==> config.mk <==
export PLATFORM = sky130hd
export DESIGN_NAME = tpu_mem_sequencer_flat
export DESIGN_NICKNAME = d
export VERILOG_FILES = /design/src/rtl/tpu_pkg.sv /design/src/rtl/tpu_mem_sequencer_if.sv /design/src/rtl/tpu_cmd_edge_queue.sv /design/src/rtl/tpu_mem_sequencer.sv /design/src/flat_wrapper.sv
export SDC_FILE = /design/constraint.sdc
export NUM_CORES = 1
export LEC_CHECK = 0
export CORE_MARGIN = 8
export CORE_UTILIZATION = 53
export DETAILED_ROUTE_END_ITERATION = 16
export GPL_ROUTABILITY_DRIVEN = 0
export PLACE_DENSITY = 0.78
export SLEW_MARGIN = 20
export SYNTH_ARGS = -nofsm -noshare
export SYNTH_HDL_FRONTEND = slang
export SYNTH_HIERARCHICAL = 1
export SYNTH_SLANG_ARGS = --single-unit
==> constraint.sdc <==
create_clock -name clk -period 7.8 [get_ports clk]
set_input_delay 1.56 -clock clk [delete_from_list [all_inputs] [get_ports clk]]
set_output_delay 1.56 -clock clk [all_outputs]
set_load 0.05 [all_outputs]
==> src/rtl/tpu_pkg.sv <==
// Shared control-unit / memory-sequencer definitions: opcodes, sequencer states
// and default datapath dimensions.
package tpu_pkg;

  localparam int TPU_N      = 2;
  localparam int TPU_DATA_W = 8;
  localparam int TPU_WORD_W = 16;
  localparam int TPU_ADDR_W = 13;

  typedef enum logic [1:0] {
    CMD_WEIGHT,
    CMD_INPUT,
    CMD_STORE,
    CMD_EXT
  } opcode_t;

  typedef enum logic [2:0] {
    ST_IDLE,
    ST_RD,
    ST_RD_DRAIN,
    ST_WR,
    ST_EXT_RD,
    ST_EXT_WAIT,
    ST_EXT_SEND
  } state_t;

  // Entry state of the transaction that serves a given opcode.
  function automatic state_t first_state(input opcode_t op);
    case (op)
      CMD_WEIGHT, CMD_INPUT: return ST_RD;
      CMD_STORE:             return ST_WR;
      default:               return ST_EXT_RD;
    endcase
  endfunction

endpackage

==> src/rtl/tpu_mem_sequencer_if.sv <==
// Unified-buffer port plus the off-chip valid/ready read stream of the sequencer.
interface tpu_mem_sequencer_if import tpu_pkg::*; #(
  parameter int ADDR_W = TPU_ADDR_W,
  parameter int WORD_W = TPU_WORD_W
) ();

  logic [ADDR_W-1:0] mem_addr;
  logic              mem_rd_en;
  logic [WORD_W-1:0] mem_rdata;
  logic              mem_wr_en;
  logic [WORD_W-1:0] mem_wdata;

  logic [WORD_W-1:0] ext_data;
  logic              ext_valid;
  logic              ext_ready;
  logic              ext_last;

  modport master (
    output mem_addr, mem_rd_en, mem_wr_en, mem_wdata,
    input  mem_rdata,
    output ext_data, ext_valid, ext_last,
    input  ext_ready
  );

  modport slave (
    input  mem_addr, mem_rd_en, mem_wr_en, mem_wdata,
    output mem_rdata,
    input  ext_data, ext_valid, ext_last,
    output ext_ready
  );

endinterface

==> src/rtl/tpu_cmd_edge_queue.sv <==
// Turns the level command strobes into single-shot commands, arbitrates
// simultaneous fires and holds one command while the sequencer is busy.
module tpu_cmd_edge_queue import tpu_pkg::*; #(
  parameter int ADDR_W = TPU_ADDR_W,
  parameter int RES_W  = TPU_N * TPU_N * TPU_WORD_W
) (
  input  logic              clk,
  input  logic              reset,
  input  logic              load_weight,
  input  logic              load_input,
  input  logic              store,
  input  logic              ext,
  input  logic [ADDR_W-1:0] base_address,
  input  logic [RES_W-1:0]  result_in,
  input  logic              take_new,
  input  logic              take_pend,
  output logic              new_valid,
  output opcode_t           new_op,
  output logic              pend_valid,
  output opcode_t           pend_op,
  output logic [ADDR_W-1:0] pend_addr,
  output logic [RES_W-1:0]  pend_data,
  output logic              overrun
);

  logic [3:0] strobes;
  logic [3:0] strobe_q;
  logic [3:0] rise;
  logic       multi_fire;
  logic       to_slot;

  assign strobes    = {ext, store, load_input, load_weight};
  assign rise       = strobes & ~strobe_q;
  assign multi_fire = (rise & (rise - 4'd1)) != 4'd0;
  assign to_slot    = new_valid && !take_new;

  // NOTE: every output gets a value before the if-chain so no path leaves it
  // unassigned; otherwise synthesis infers a latch.
  always_comb begin
    new_valid = |rise;
    new_op    = CMD_WEIGHT;
    if      (rise[0]) new_op = CMD_WEIGHT;
    else if (rise[1]) new_op = CMD_INPUT;
    else if (rise[2]) new_op = CMD_STORE;
    else if (rise[3]) new_op = CMD_EXT;
  end

  // NOTE: state is updated with <= so every flop samples the pre-edge values,
  // independent of statement order inside the block.
  always_ff @(posedge clk or posedge reset) begin
    if (reset) begin
      strobe_q   <= '0;
      pend_valid <= 1'b0;
      pend_op    <= CMD_WEIGHT;
      pend_addr  <= '0;
      pend_data  <= '0;
      overrun    <= 1'b0;
    end else begin
      strobe_q <= strobes;
      if (to_slot && !pend_valid) begin
        pend_valid <= 1'b1;
        pend_op    <= new_op;
        pend_addr  <= base_address;
        pend_data  <= result_in;
      end else if (take_pend) begin
        pend_valid <= 1'b0;
      end
      // Losing simultaneous fires and fires into a full slot are lost.
      if (multi_fire || (to_slot && pend_valid)) overrun <= 1'b1;
    end
  end

endmodule

==> src/rtl/tpu_mem_sequencer.sv <==
// Runs unified-buffer transactions for decoded control-unit commands: array
// weight/input loads, result stores and off-chip streaming reads.
module tpu_mem_sequencer import tpu_pkg::*; #(
  parameter int N      = TPU_N,
  parameter int DATA_W = TPU_DATA_W,
  parameter int WORD_W = TPU_WORD_W,
  parameter int ADDR_W = TPU_ADDR_W
) (
  input  logic                     clk,
  input  logic                     reset,
  input  logic [ADDR_W-1:0]        base_address,
  input  logic                     load_weight,
  input  logic                     load_input,
  input  logic                     store,
  input  logic                     ext,
  input  logic [N*N*WORD_W-1:0]    result_in,
  tpu_mem_sequencer_if.master      bus,
  output logic [N*N*DATA_W-1:0]    weight_flat,
  output logic [N*N*DATA_W-1:0]    input_flat,
  output logic                     weights_ready,
  output logic                     inputs_ready,
  output logic                     busy,
  output logic                     overrun
);

  localparam int NW    = N * N;
  localparam int CNT_W = (NW > 1) ? $clog2(NW) : 1;
  localparam logic [CNT_W-1:0] LAST = CNT_W'(NW - 1);

  state_t                state, state_nxt;
  opcode_t               op;
  logic [CNT_W-1:0]      k;
  logic [ADDR_W-1:0]     base;
  logic [NW*WORD_W-1:0]  snap;
  logic                  cap_valid;
  logic [CNT_W-1:0]      cap_k;
  logic [WORD_W-1:0]     ext_data_q;
  logic                  ext_last_q;

  logic                  new_valid, pend_valid;
  opcode_t               new_op, pend_op;
  logic [ADDR_W-1:0]     pend_addr;
  logic [NW*WORD_W-1:0]  pend_data;

  logic                  done, take_new, take_pend, start;
  opcode_t               start_op;
  logic [ADDR_W-1:0]     start_addr;
  logic [NW*WORD_W-1:0]  start_data;
  logic                  rd_phase, wr_phase;

  tpu_cmd_edge_queue #(.ADDR_W(ADDR_W), .RES_W(NW*WORD_W)) u_queue (
    .clk          (clk),
    .reset        (reset),
    .load_weight  (load_weight),
    .load_input   (load_input),
    .store        (store),
    .ext          (ext),
    .base_address (base_address),
    .result_in    (result_in),
    .take_new     (take_new),
    .take_pend    (take_pend),
    .new_valid    (new_valid),
    .new_op       (new_op),
    .pend_valid   (pend_valid),
    .pend_op      (pend_op),
    .pend_addr    (pend_addr),
    .pend_data    (pend_data),
    .overrun      (overrun)
  );

  // A pending command always goes before a fresh fire, and only a fully idle
  // FSM accepts a fresh fire directly.
  always_comb begin
    case (state)
      ST_RD_DRAIN: done = 1'b1;
      ST_WR:       done = (k == LAST);
      ST_EXT_SEND: done = bus.ext_ready && (k == LAST);
      default:     done = 1'b0;
    endcase
    take_pend  = pend_valid && ((state == ST_IDLE) || done);
    take_new   = new_valid && (state == ST_IDLE) && !pend_valid;
    start      = take_pend || take_new;
    start_op   = take_pend ? pend_op   : new_op;
    start_addr = take_pend ? pend_addr : base_address;
    start_data = take_pend ? pend_data : result_in;
  end

  always_comb begin
    state_nxt = state;
    case (state)
      ST_IDLE:     if (start) state_nxt = first_state(start_op);
      ST_RD:       if (k == LAST) state_nxt = ST_RD_DRAIN;
      ST_RD_DRAIN: state_nxt = start ? first_state(start_op) : ST_IDLE;
      ST_WR:       if (done) state_nxt = start ? first_state(start_op) : ST_IDLE;
      ST_EXT_RD:   state_nxt = ST_EXT_WAIT;
      ST_EXT_WAIT: state_nxt = ST_EXT_SEND;
      ST_EXT_SEND: begin
        if (bus.ext_ready)
          state_nxt = done ? (start ? first_state(start_op) : ST_IDLE) : ST_EXT_RD;
      end
      default:     state_nxt = ST_IDLE;
    endcase
  end

  always_ff @(posedge clk or posedge reset) begin
    if (reset) state <= ST_IDLE;
    else       state <= state_nxt;
  end

  always_ff @(posedge clk or posedge reset) begin
    if (reset) begin
      op            <= CMD_WEIGHT;
      k             <= '0;
      base          <= '0;
      snap          <= '0;
      cap_valid     <= 1'b0;
      cap_k         <= '0;
      weight_flat   <= '0;
      input_flat    <= '0;
      weights_ready <= 1'b0;
      inputs_ready  <= 1'b0;
      ext_data_q    <= '0;
      ext_last_q    <= 1'b0;
    end else begin
      // Read data lags its address by one cycle, so capture trails issue.
      cap_valid <= (state == ST_RD);
      cap_k     <= k;
      if (cap_valid) begin
        if (op == CMD_WEIGHT) weight_flat[cap_k*DATA_W +: DATA_W] <= bus.mem_rdata[DATA_W-1:0];
        else                  input_flat[cap_k*DATA_W +: DATA_W]  <= bus.mem_rdata[DATA_W-1:0];
      end
      if (state == ST_RD_DRAIN) begin
        if (op == CMD_WEIGHT) weights_ready <= 1'b1;
        else                  inputs_ready  <= 1'b1;
      end

      case (state)
        ST_RD, ST_WR: k <= (k == LAST) ? '0 : k + 1'b1;
        ST_EXT_WAIT: begin
          ext_data_q <= bus.mem_rdata;
          ext_last_q <= (k == LAST);
        end
        ST_EXT_SEND: if (bus.ext_ready) k <= (k == LAST) ? '0 : k + 1'b1;
        default: ;
      endcase

      if (start) begin
        op   <= start_op;
        base <= start_addr;
        k    <= '0;
        if (start_op == CMD_STORE)  snap          <= start_data;
        if (start_op == CMD_WEIGHT) weights_ready <= 1'b0;
        if (start_op == CMD_INPUT)  inputs_ready  <= 1'b0;
      end
    end
  end

  // Bus strobes decode straight from the state register, so a reset drops
  // them without waiting for a clock edge.
  assign rd_phase      = (state == ST_RD) || (state == ST_EXT_RD);
  assign wr_phase      = (state == ST_WR);
  assign bus.mem_rd_en = rd_phase;
  assign bus.mem_wr_en = wr_phase;
  assign bus.mem_addr  = (rd_phase || wr_phase) ? base + ADDR_W'(k) : '0;
  assign bus.mem_wdata = wr_phase ? snap[k*WORD_W +: WORD_W] : '0;
  assign bus.ext_valid = (state == ST_EXT_SEND);
  assign bus.ext_data  = ext_data_q;
  assign bus.ext_last  = (state == ST_EXT_SEND) && ext_last_q;
  assign busy          = (state != ST_IDLE) || pend_valid;

endmodule

==> src/flat_wrapper.sv <==
// flat-port wrapper written by rule: the top's interface ports become plain ports
module tpu_mem_sequencer_flat import tpu_pkg::*;
#(
  parameter int N      = TPU_N,
  parameter int DATA_W = TPU_DATA_W,
  parameter int WORD_W = TPU_WORD_W,
  parameter int ADDR_W = TPU_ADDR_W
)
  (clk, reset, base_address, load_weight, load_input, store, ext, result_in, weight_flat, input_flat, weights_ready, inputs_ready, busy, overrun, bus_mem_addr, bus_mem_rd_en, bus_mem_wr_en, bus_mem_wdata, bus_mem_rdata, bus_ext_data, bus_ext_valid, bus_ext_last, bus_ext_ready);
  tpu_mem_sequencer_if #(.ADDR_W(ADDR_W), .WORD_W(WORD_W)) bus_i ();
  input  logic clk;
  input  logic reset;
  input  logic [ADDR_W-1:0] base_address;
  input  logic load_weight;
  input  logic load_input;
  input  logic store;
  input  logic ext;
  input  logic [N*N*WORD_W-1:0] result_in;
  output logic [N*N*DATA_W-1:0] weight_flat;
  output logic [N*N*DATA_W-1:0] input_flat;
  output logic weights_ready;
  output logic inputs_ready;
  output logic busy;
  output logic overrun;
  output wire logic [$bits(bus_i.mem_addr)-1:0] bus_mem_addr;
  output wire logic [$bits(bus_i.mem_rd_en)-1:0] bus_mem_rd_en;
  output wire logic [$bits(bus_i.mem_wr_en)-1:0] bus_mem_wr_en;
  output wire logic [$bits(bus_i.mem_wdata)-1:0] bus_mem_wdata;
  input wire logic [$bits(bus_i.mem_rdata)-1:0] bus_mem_rdata;
  output wire logic [$bits(bus_i.ext_data)-1:0] bus_ext_data;
  output wire logic [$bits(bus_i.ext_valid)-1:0] bus_ext_valid;
  output wire logic [$bits(bus_i.ext_last)-1:0] bus_ext_last;
  input wire logic [$bits(bus_i.ext_ready)-1:0] bus_ext_ready;
  assign bus_mem_addr = bus_i.mem_addr;
  assign bus_mem_rd_en = bus_i.mem_rd_en;
  assign bus_mem_wr_en = bus_i.mem_wr_en;
  assign bus_mem_wdata = bus_i.mem_wdata;
  assign bus_i.mem_rdata = bus_mem_rdata;
  assign bus_ext_data = bus_i.ext_data;
  assign bus_ext_valid = bus_i.ext_valid;
  assign bus_ext_last = bus_i.ext_last;
  assign bus_i.ext_ready = bus_ext_ready;
  tpu_mem_sequencer #(.N(N), .DATA_W(DATA_W), .WORD_W(WORD_W), .ADDR_W(ADDR_W)) u_core (.clk(clk), .reset(reset), .base_address(base_address), .load_weight(load_weight), .load_input(load_input), .store(store), .ext(ext), .result_in(result_in), .bus(bus_i), .weight_flat(weight_flat), .input_flat(input_flat), .weights_ready(weights_ready), .inputs_ready(inputs_ready), .busy(busy), .overrun(overrun));
endmodule
==> qor.yml, run 1 <==
status: "finished, final reports clean"
placed_area_mm2: 0.0139
crit_cells: 6
antenna_found_initial: 1
first_iter_violations: 521
ant_nets: 0
wl_per_cell_um: 20.0
fin_cells: 1432
seq_area_mm2: 0.00638
drc_errors: 0
fillers: 1594
io-pin-count: 217
routed_via_density: 5.62
min-delay-path-class: "flip-flop to flip-flop"
relSlewSlack_pct: 26.4
cp-endpoint: "bus_mem_addr[11]"
dieWidth_um: 164
antennaDiodeCount: 0
synth_seq_cells: 255
critPathBufInv: 1
fmax_mhz: 194
endpoint_kind: "primary output"
vias: 8044
start_kind: "flip-flop"
slew_viol_final: 0
crit_top_cell: "a21oi_1"
clk_pin_slew_worst_paths_ns: 0.06
grt_overflow_total: 0
crit_required_ns: 6.24
power.density_mw_per_mm2: 481
slowest_stage: "dfrtp_1"
grt_pass1_vias: 8267
multi_input_area_mm2: 0.00491
grt_max_degree: 101
dp_hpwl_um: 19600
reg2reg_slack_ns: 3.78
rows: 54
worstSkewPairLatency_ns: 0.52
ys_async_sr_fraction_pct: 100
setup_violations: 0
synth_area_mm2: 0.0116
period_share_pct: 66.2
synth_top_area_cell: "dfrtp_1"
utilization_pct: 68.8
synth_top_cell_area_share_pct: 55.1
htreeDepth: 1
synth_most_common_cell: "dfrtp_1"
floorplan.initialDensity_pct: 53.5
reg2reg_depth: 7
clock_sinks: 255
worstPathMaxFanout: 21
ys_top_cells_by_count: "dfrtp_1 (255), mux2_2 (165), nand2_1 (123)"
track_usage_pct: 21.2
rsz0062_at_grt: "no"
fin_area_mm2: 0.0149
ys.flop_type: "dfrtp_1"
synthCells: 931
io_buffers: 216
routed_wl_um: 28700
die_area_mm2: 0.0268
report.final.hold_viol_count: 0
postCtsSetupBuffers: 0
setup-tns-final_ns: 0
max_stage_delay_ns: 0.99
clockBufferDepth: 3
rr_startpoint: "u_core/k[1]"
final_nets: 1241
p_leak_nw: 6.35
startpoint: "u_core/k[1]"
critPathKind: "flip-flop to primary output"
avgSynthCellArea_um2: 12.4
synth_seq_area_share_pct: 55.1
ir_drop_v: 0.000219
synth_warnings: 6
maxCapViolCount: 0
grt_pass1_wl_um: 45700
worst_pin_slew_ns: 1.10
cp.arrival_ns: 3.61
core_area_mm2: 0.0216
power_mw: 7.15
cts_resized: 0
drive_gt1_share_pct: 22.0
r2r-end: "u_core/snap[57]"
dr.pass1.iters: 4
die_height_um: 164
path_delay_family: "flip-flops"
synth.distinct_cells: 50
synth_nets: 1040
dp.cells: 1383
synth.area.top_cells: "dfrtp_1 (55%), mux2_2 (16%), mux2_1 (4.8%)"
clk_root_buffer_cell: "clkbuf_16"
area_growth_syn_to_layout_pct: 28.5
cts_tree: "yes"
synth-edff-count: 0
tritoncts.num_buffers: 27
cts_hold_buf: 0
period_needed_ns: 5.17
finClkSkew_ns: 0.0116
cp_cell_sequence: "ha_1 -> a21oi_1 -> nor4_1 -> nand4_1 -> a21oi_1 -> clkdlybuf4s50_1"
power breakdown:
group          internal [mW]  switching (mW)
Sequential              1.96           0.425
Combinational           1.42            1.99
Clock                  0.833           0.514
through the flow:
step	hold WS (ns)	setup WS, ns
floorplan	0.401	1.64
global placement	0.461	2.43
detailed placement	0.469	2.28
CTS	0.483	2.61
global route	0.500	2.44
finish	0.478	2.63
placed cells by master (no fill, tap or decap), types with 13 or more instances in the layout:
cell type,synthesis,final
mux2_2,165,165
nor2_1,31,31
dfrtp_1,255,255
clkdlybuf4s50_1,0,216
nand3_1,24,24
mux4_2,16,16
and3_1,18,18
nand2_1,123,123
clkbuf_16,0,27
o21ai_0,67,67
a22oi_1,13,13
mux2_1,49,49
kinds of logic (layout without fill, tap and decap cells):
kind of cell / count (synthesis) / after routing / share of synthesized area, %
AOI/OAI and AO/OA: 114 / 114 / 5.88
xor gates and xnor gates: 10 / 10 / 0.757
adders and majority gates: 9 / 9 / 1.04
buffers and inverters: 64 / 285 / 2.63
DFF: 255 / 255 / 55.1
muxes: 241 / 241 / 25.3
and+or+nand+nor: 238 / 238 / 9.30
layout make-up:
class | instances | share of cell area (%)
flip-flops and latches | 255 | 42.9
multi-input cells | 612 | 33.0
repair buffers | 224 | 15.0
clock buffers | 39 | 5.32
well taps | 280 | 2.36
clock inverters | 10 | 1.04
inverters | 12 | 0.345
tightest hold or removal path, delay by kind of cell, from the launching register on:
| family | cells | cell delay [ns] |
|---|---|---|
| and+or+nand+nor | 1 | 0.05 |
| AOI/OAI and AO/OA | 1 | 0.06 |
| DFF | 1 | 0.34 |
worst min path at each step:
stage                                   to  depth (start not counted)                   start
floorplan                  u_core/cap_k[0]                          0             u_core/k[0]
global placement     u_core/input_flat[21]                          2   u_core/input_flat[21]
detailed placement  u_core/weight_flat[12]                          2  u_core/weight_flat[12]
CTS                 u_core/weight_flat[21]                          2  u_core/weight_flat[21]
global route                u_core/snap[6]                          1          u_core/snap[6]
finish               u_core/input_flat[26]                          2   u_core/input_flat[26]
layer usage:
layer	global-route usage (%)	part of all wire (%)
met2	34.3	47
met5	0	0.045
met4	5.00	1.7
met3	3.23	5.7
met1	29.8	45
registers in the layout, indices dropped and copies added (netlist names), 2 cells and up:
signal and cells:
u_core/u_queue/strobe_q 4, u_core/cap_k 2, u_core/input_flat 32, u_core/u_queue/pend_data 64, u_core/snap 64, u_core/op 2, u_core/k 2, u_core/weight_flat 32
u_core/u_queue/pend_addr 13, u_core/bus.ext_data 16, u_core/u_queue/pend_op 2, u_core/state 3, u_core/base 13
No activity file was read; power rests on OpenSTA's default activity.
==> run 2, diff against run 1 <==
- CORE_UTILIZATION: 53 -> 47
- PLACE_DENSITY: 0.78 -> 0.73
- clock period: 7.8 -> 4.7 ns (I/O delays scaled with it)
==> qor.yml, run 2 (same netlist as run 1, synthesis figures left out) <==
status: "finished, final reports clean"
worst_pin_slew_ns: 1.17
rr_startpoint: "u_core/k[0]"
maxCapViolCount: 0
postCtsSetupBuffers: 0
ant_nets: 0
reg_top3: "u_core/snap (64), u_core/u_queue/pend_data (64)"
dp_hpwl_um: 20200
fin_cells: 1484
final_cell_mix: "dfrtp_1 (255), clkdlybuf4s50_1 (216), mux2_2 (165)"
slew_viol_final: 0
grt_pass1_vias: 8375
p_int_mw: 6.97
worstSkewPairLatency_ns: 0.52
crit_required_ns: 3.76
period_share_pct: 86.2
clk_root_buffer_cell: "clkbuf_16"
tritoncts.num_buffers: 26
fin_area_mm2: 0.0150
dr.pass1.iters: 5
post-place-ws_ns: 1.02
seq_area_mm2: 0.00638
routed_via_density: 5.35
cts_resized: 0
multi_input_area_mm2: 0.00491
cp.arrival_ns: 3.11
cts_tree: "yes"
ir_drop_v: 0.000441
vias: 7942
period_needed_ns: 4.05
hp-start: "u_core/weight_flat[14]"
fmax_mhz: 247
power_frac_comb_pct: 48.8
r2r-end: "u_core/snap[45]"
whs_path_depth: 2
clockBufferDepth: 3
clk_pin_slew_worst_paths_ns: 0.06
finClkSkew_ns: 0.0115
report.final.hold_viol_count: 0
min_to: "u_core/weight_flat[14]"
floorplan.initialDensity_pct: 47.7
reg2reg_slack_ns: 1.48
grt_max_degree: 171
routed_wl_um: 29100
reg2reg_depth: 7
start_kind: "flip-flop"
layout_setup_ws_ns: 0.648
rows: 57
first_iter_violations: 634
min-delay-path-class: "flip-flop to flip-flop"
critPathKind: "flip-flop to primary output"
grt_overflow_total: 0
endpoint_kind: "primary output"
rsz0062_at_grt: "no"
setup-tns-final_ns: 0
p_leak_nw: 6.38
switchingPower_mw: 4.82
core_area_mm2: 0.0242
drive_gt1_share_pct: 22.2
dieWidth_um: 173
io-pin-count: 217
die_area_mm2: 0.0299
worstPathMaxFanout: 19
power.density_mw_per_mm2: 787
drc_errors: 0
die_height_um: 173
whs_ns: 0.478
track_usage_pct: 19.2
switching_share_pct: 40.9
relSlewSlack_pct: 21.9
clockPowerShare_pct: 18.0
placed_area_mm2: 0.0141
pwr-share-seq_pct: 33.1
antenna_found_initial: 4
clock_sinks: 255
cts_hold_buf: 0
area_growth_syn_to_layout_pct: 29.4
dp.cells: 1435
power_mw: 11.8
io_buffers: 216
wl_per_cell_um: 19.6
grt_pass1_wl_um: 47200
setup_violations: 0
layout_commonest_cell: "dfrtp_1"
htreeDepth: 1
utilization_pct: 61.8
fillers: 1973
final_nets: 1248
run 2: cell count changes in the layout (fill, tap and decap cells not counted), moves of 2 or more:
| cell | change |
|---|---|
| buf_4 | +4 |
| diode_2 | +2 |
| clkbuf_1 | +2 |
| buf_12 | +5 |
| clkbuf_8 | -2 |
run 2: layout make-up:
type,instances,area share [%]
sequential,255,42.6
clock buffer,39,5.14
clock inverter,8,0.768
multi-input combinational,612,32.8
tap,324,2.71
timing repair buffer,232,15.7
inverter,12,0.334
antenna,2,0.0334
run 2: worst max path at each step:
stage	depth (start not counted)	from	to	slack, ns
floorplan	1	reset	u_core/u_queue/overrun	1.57
global placement	6	bus_ext_ready	u_core/snap[40]	1.05
detailed placement	10	ext	u_core/snap[56]	1.02
CTS	6	u_core/base[1]	bus_mem_addr[11]	0.67
global route	5	u_core/state[0]	bus_mem_addr[1]	0.55
finish	5	u_core/state[0]	bus_mem_addr[0]	0.65
run 2: metal layers:
layer	GRT usage, %	wire length, um	vias to the layer above
met5	0	26	-
met4	4.64	530	4
met3	4.99	1830	33
met2	31.1	13700	214
met1	25.6	13000	3992
li1	-	-	3699
run 2: power by group through the flow:
stage,Sequential (mW),Clock [mW],Combinational [mW]
global placement,3.88,0,5.70
finish,3.91,2.13,5.76
CTS,3.90,2.18,5.81
floorplan,4.85,0,3.05
global route,4.04,2.28,6.14
detailed placement,3.92,0,5.79
run 2: critical path, cell delays in order, from the launching register on:
cell             delay [ns]
dfrtp_1                0.53
nor2b_1                0.20
buf_4                  0.22
nor2_1                 0.70
nor2b_1                0.18
clkdlybuf4s50_1        0.75
==> RTL edit 1 (flow settings as in run 1) <==
Register the output `overrun`, cleared by the reset; this adds one clock of latency there. The other outputs are not delayed to match.
--- a/src/rtl/tpu_mem_sequencer.sv
+++ b/src/rtl/tpu_mem_sequencer.sv
@@ -27,4 +27,6 @@
   localparam int CNT_W = (NW > 1) ? $clog2(NW) : 1;
   localparam logic [CNT_W-1:0] LAST = CNT_W'(NW - 1);
+
+  logic overrun_d;
 
   state_t                state, state_nxt;
@@ -66,5 +68,5 @@
     .pend_addr    (pend_addr),
     .pend_data    (pend_data),
-    .overrun      (overrun)
+    .overrun      (overrun_d)
   );
 
@@ -169,4 +171,12 @@
   assign busy          = (state != ST_IDLE) || pend_valid;
 
+  always_ff @(posedge clk or posedge reset) begin
+    if (reset) begin
+      overrun <= '0;
+    end else begin
+      overrun <= overrun_d;
+    end
+  end
+
 endmodule
 
Behaviour: not the same (Yosys sat finds a counterexample within 4 cycles, from zero or initial values and one cycle with reset high).
==> RTL edit 1 against run 1 <==
Register-to-register slack worse by 0.11 ns. Synthesized cell count is 0.11% higher. Global-route usage is 0.13 points lower. Power is 1.8% lower. Wire length is 1.1% lower. Critical path depth stayed put. Setup slack worse by 0.059 ns. Largest power group unchanged. Sequential cell count is 1 higher. Final area is 0.48% lower. Area after synthesis is 0.22% higher.
==> RTL edit 1: results (changes against run 1) <==
Outcome
  • Status: finished clean

Yosys
  • Cells after Synth: 932 (+0.11%)
  • Adder-Cell Fraction of Synth Area: 0.0104 (-0.0000224)
  • Syn Nets: 1041 (+0.096%)
  • Sequential cell area fraction in the yosys report: 0.552 (+0.000968)
  • Mux share of post-synthesis cell area: 0.252 (-0.000545)
  • Synth top area cells: dfrtp_1, mux2_2, mux2_1
  • Synth Area in Compound Gates: 0.0587 (-0.000127)
  • Async S/R FF share, synth: 1.00 (unchanged)
  • XOR/XNOR share of the synthesized area: 0.00755 (-0.0000163)
  • Synth cell count leaders: dfrtp_1, mux2_2, nand2_1

Worst setup path
  • Crit Reg-Reg Endpoint: u_core/u_queue/pend_data[56]
  • R2r setup slk: 3.67 ns (-0.11 ns)
  • FF-to-FF Start: u_core/state[0]

Routing
  • Routed vias: 7915 (-1.6%)
  • Drt wl/cell: 19.8 um (-1.1%)
  • M1 wire length: 12.6 mm (-2.4%)
  • DRT Pass-1 Iters: 5 (+1)
  • Iter 0 DRT Violations: 472 (-9.4%)
  • DR WL met3: 1.89 mm (+16%)
  • Met2 Wirelength: 13.2 mm (-3.3%)

Power
  • Leakage: 0.00632 uW (-0.43%)
  • Peak supply drop: 0.253 mV (+16%)
  • Combinational Power Share: 0.484 (+0.007)
  • Sequential Power Share: 0.341 (+0.007)
  • Sw Pwr: 2900 uW (-0.75%)
  • Sw frac: 0.414 (+0.00426)

GRT
  • Vias in the first global route: 8207 (-0.73%)
  • First-pass GRT wire length: 45.3 mm (-0.98%)
  • Met3 usage: 0.0416 (+0.00927)
  • Initial antenna violation count: 2 (+1)
  • Largest net degree at the start of global routing: 93 (-7.9%)
  • Grt met2 use: 0.335 (-0.00789)
  • Routing usage on met1: 0.291 (-0.00675)
  • GRT Resource Usage Total: 0.211 (-0.00130)

Place
  • Pre-CTS WS: 2.08 ns (-0.205 ns)
  • Placed Area: 13900 um2 (+0.18%)
  • Placed cells: 1384 (+0.072%)
  • DP Wirelength: 19.6 mm (-0.25%)

Worst hold path
  • Endpoint, Worst Hold: u_core/overrun
  • Hold wc startpoint: u_core/u_queue/overrun
  • WHS Path Cells: 0 (-2)

Final layout
  • Nets: 1242 (+0.081%)
  • Layout cells sized above 1: 0.218 (-0.00260)
  • Fillers: 1588 (-0.38%)

Timing
  • Setup ws final: 2.58 ns (-0.0593 ns)
  • Worst clock skew: 0.0103 ns (-0.00128 ns)
  • Hold slack: 0.395 ns (-0.0826 ns)
  • Worst slew pin tran: 1.12 ns (+0.0174 ns)

Clock tree
  • Post_cts resized: 0 (unchanged)
  • Clock latency on the worst-skew pair: 0.52 ns (about the same)
==> RTL edit 1: worst max-delay path by stage <==
stage	endpoint	depth (start not counted)
after global routing	bus_mem_addr[11]	6
after global placement	u_core/u_queue/pend_data[11]	11
after CTS	bus_mem_addr[11]	6
after detailed placement	u_core/u_queue/pend_data[55]	11
final	bus_mem_addr[11]	6
after floorplan	u_core/base[0]	1
==> RTL edit 1: area by class of cell <==
class / instances / area, um2 / area share
well taps: 280 / 350 / 0.0237
multi-input cells: 612 / 4910 / 0.332
clock inverters: 8 / 65.1 / 0.00440
flip-flops and latches: 256 / 6410 / 0.433
repair buffers: 224 / 2230 / 0.150
clock buffers: 40 / 785 / 0.0530
inverters: 12 / 51.3 / 0.00347
==> RTL edit 1: worst max-delay path, cell delays in order, from the launching register on <==
cell,delay (ns)
dfrtp_1,1.00
ha_1,0.29
a21oi_1,0.09
nor4_1,0.55
nand4_1,0.16
a21oi_1,0.21
clkdlybuf4s50_1,0.84
==> RTL edit 2 (flow settings as in run 1) <==
Without the edit above. Set the package constant `TPU_WORD_W` to 32 (it was 16).
--- a/src/rtl/tpu_pkg.sv
+++ b/src/rtl/tpu_pkg.sv
@@ -5,5 +5,5 @@
   localparam int TPU_N      = 2;
   localparam int TPU_DATA_W = 8;
-  localparam int TPU_WORD_W = 16;
+  localparam int TPU_WORD_W = 32;
   localparam int TPU_ADDR_W = 13;
 
Interface: changed (resized bus_ext_data, bus_mem_rdata, bus_mem_wdata and result_in); port bits go from 217 to 329. The function was not compared with the original's and may differ.
==> RTL edit 2 against run 1 <==
Setup slack worse by 0.073 ns. Wire length up 63%. Critical endpoint is now bus_mem_addr[0]. Area after synthesis up 68%. Combinational power up 65%. Count of clock-buffer cells in the layout up 25. Final area up 63%. First-iteration DRC count up 19%. Clock skew down 0.0026 ns. Sequential cell count up 144. Power up 60%.
==> RTL edit 2: results (changes against run 1) <==
GRT
  • Routing usage on met1: 0.270 (-0.0282)
  • GRT Resource Usage Total: 0.215 (+0.00226)
  • First-pass GRT wire length: 74.7 mm (+64%)
  • Initial antenna violation count: 10 (+9)
  • Vias in the first global route: 13095 (+58%)
  • Grt met2 use: 0.367 (+0.0241)
  • Largest net degree at the start of global routing: 149 (+48%)
  • Met3 usage: 0.0506 (+0.0182)

Clock tree
  • Total CTS buffers: 43 (+59%)
  • Post-CTS setup buffer count: 0 (unchanged)

Worst setup path
  • Critical Path AT: 3.68 ns (+0.07 ns)
  • Crit Reg-Reg Endpoint: u_core/u_queue/pend_data[121]
  • Critical path peak fanout: 38 (+81%)
  • CP max-delay cell: nor2b_4
  • CP startpoint: u_core/state[0]
  • FF-to-FF Start: u_core/state[1]
  • Reg2reg path depth: 8 (+1)
  • R2r setup slk: 3.72 ns (-0.06 ns)
  • Slowest stage delay, CP: 0.96 ns (-0.03 ns)

Yosys
  • Synth Area per Inst: 14.4 um2 (+16%)
  • Syn Nets: 1538 (+48%)
  • Unique masters post-synth: 57 (+14%)
  • Synth cell count leaders: dfrtp_1, mux2_4, mux2_2
  • Sequential cell area fraction in the yosys report: 0.514 (-0.0371)

Place
  • DP Wirelength: 31.0 mm (+58%)
  • Input/output buffers: 328 (+52%)
  • Placed cells: 2071 (+50%)

Final layout
  • Nets: 1839 (+48%)
  • Layout cells sized above 1: 0.293 (+0.0728)
  • Biggest regs: u_core/snap: 128 flops, u_core/u_queue/pend_data: 128 flops
  • Fillers: 2596 (+63%)

Worst hold path
  • Hold Path Class: reg2reg
  • Endpoint, Worst Hold: u_core/input_flat[6]

Routing
  • DRT Pass-1 Iters: 6 (+2)
  • Routed vias: 12101 (+50%)
  • Vias per inst: 5.63 (+0.15%)
  • Final Routed Wirelength: 46.8 mm (+63%)

Power
  • Peak supply drop: 0.253 mV (+16%)
  • Sw frac: 0.379 (-0.0308)
  • Leakage: 0.0107 uW (+69%)

Timing
  • Hold slack: 0.479 ns (+0.000910 ns)
  • Worst slew pin tran: 1.09 ns (-0.00947 ns)
  • Worst clock skew: 0.00897 ns (-0.00260 ns)

Outcome
  • Status: finished clean
## RTL edit 2: power by group through the flow
stage | sequential [uW] | clock (uW) | combinational [uW]
6_report | 3730 | 2120 | 5610
5_1_grt | 3860 | 2260 | 5920
4_1_cts | 3730 | 2180 | 5640
3_5_place_dp | 3750 | 0 | 5610
3_3_place_gp | 3690 | 0 | 5490
2_1_floorplan | 4270 | 0 | 3730
## RTL edit 2: final cells by class
cell class | instances | area (um2) | area share
Clock inverter | 12 | 165 | 0.00682
Timing Repair Buffer | 340 | 3460 | 0.143
Sequential cell | 399 | 9990 | 0.412
Tap cell | 468 | 586 | 0.0242
Clock buffer | 64 | 1330 | 0.0548
Antenna cell | 2 | 5.00 | 0.000207
Inverter | 18 | 76.3 | 0.00315
Multi-Input combinational cell | 848 | 8620 | 0.356
## RTL edit 2: cell families after synthesis
logic type,after synthesis,synth area share
AOI/OAI and AO/OA,118,0.0374
buffers and inverters,102,0.0427
adders and majority gates,9,0.00619
DFF,399,0.514
xor gates and xnor gates,10,0.00451
and+or+nand+nor,244,0.0593
muxes,467,0.336
## RTL edit 2: critical path: cells and delay by family (launching register included)
kind | cells | cell delay [ns]
and+or+nand+nor | 3 | 1.62
buffers and inverters | 1 | 0.84
DFF | 1 | 0.67
## RTL edit 2: per-layer routing
metal	routed length, um	up-vias
met3	2810	87
met2	23200	389
li1	-	5421
met4	955	16
met1	19800	6188
met5	96	-
## RTL edit 2: per-stage QoR
| step | worst slack [ns] | util | instance area (um2) |
|---|---|---|---|
| finish | 2.56 | 0.667 | 24200 |
| global placement | 2.68 | 0.624 | 22700 |
| floorplan | 2.23 | - | 19400 |
| global route | 2.35 | 0.667 | 24200 |
| detailed placement | 2.53 | 0.624 | 22700 |
| CTS | 2.50 | 0.665 | 24200 |
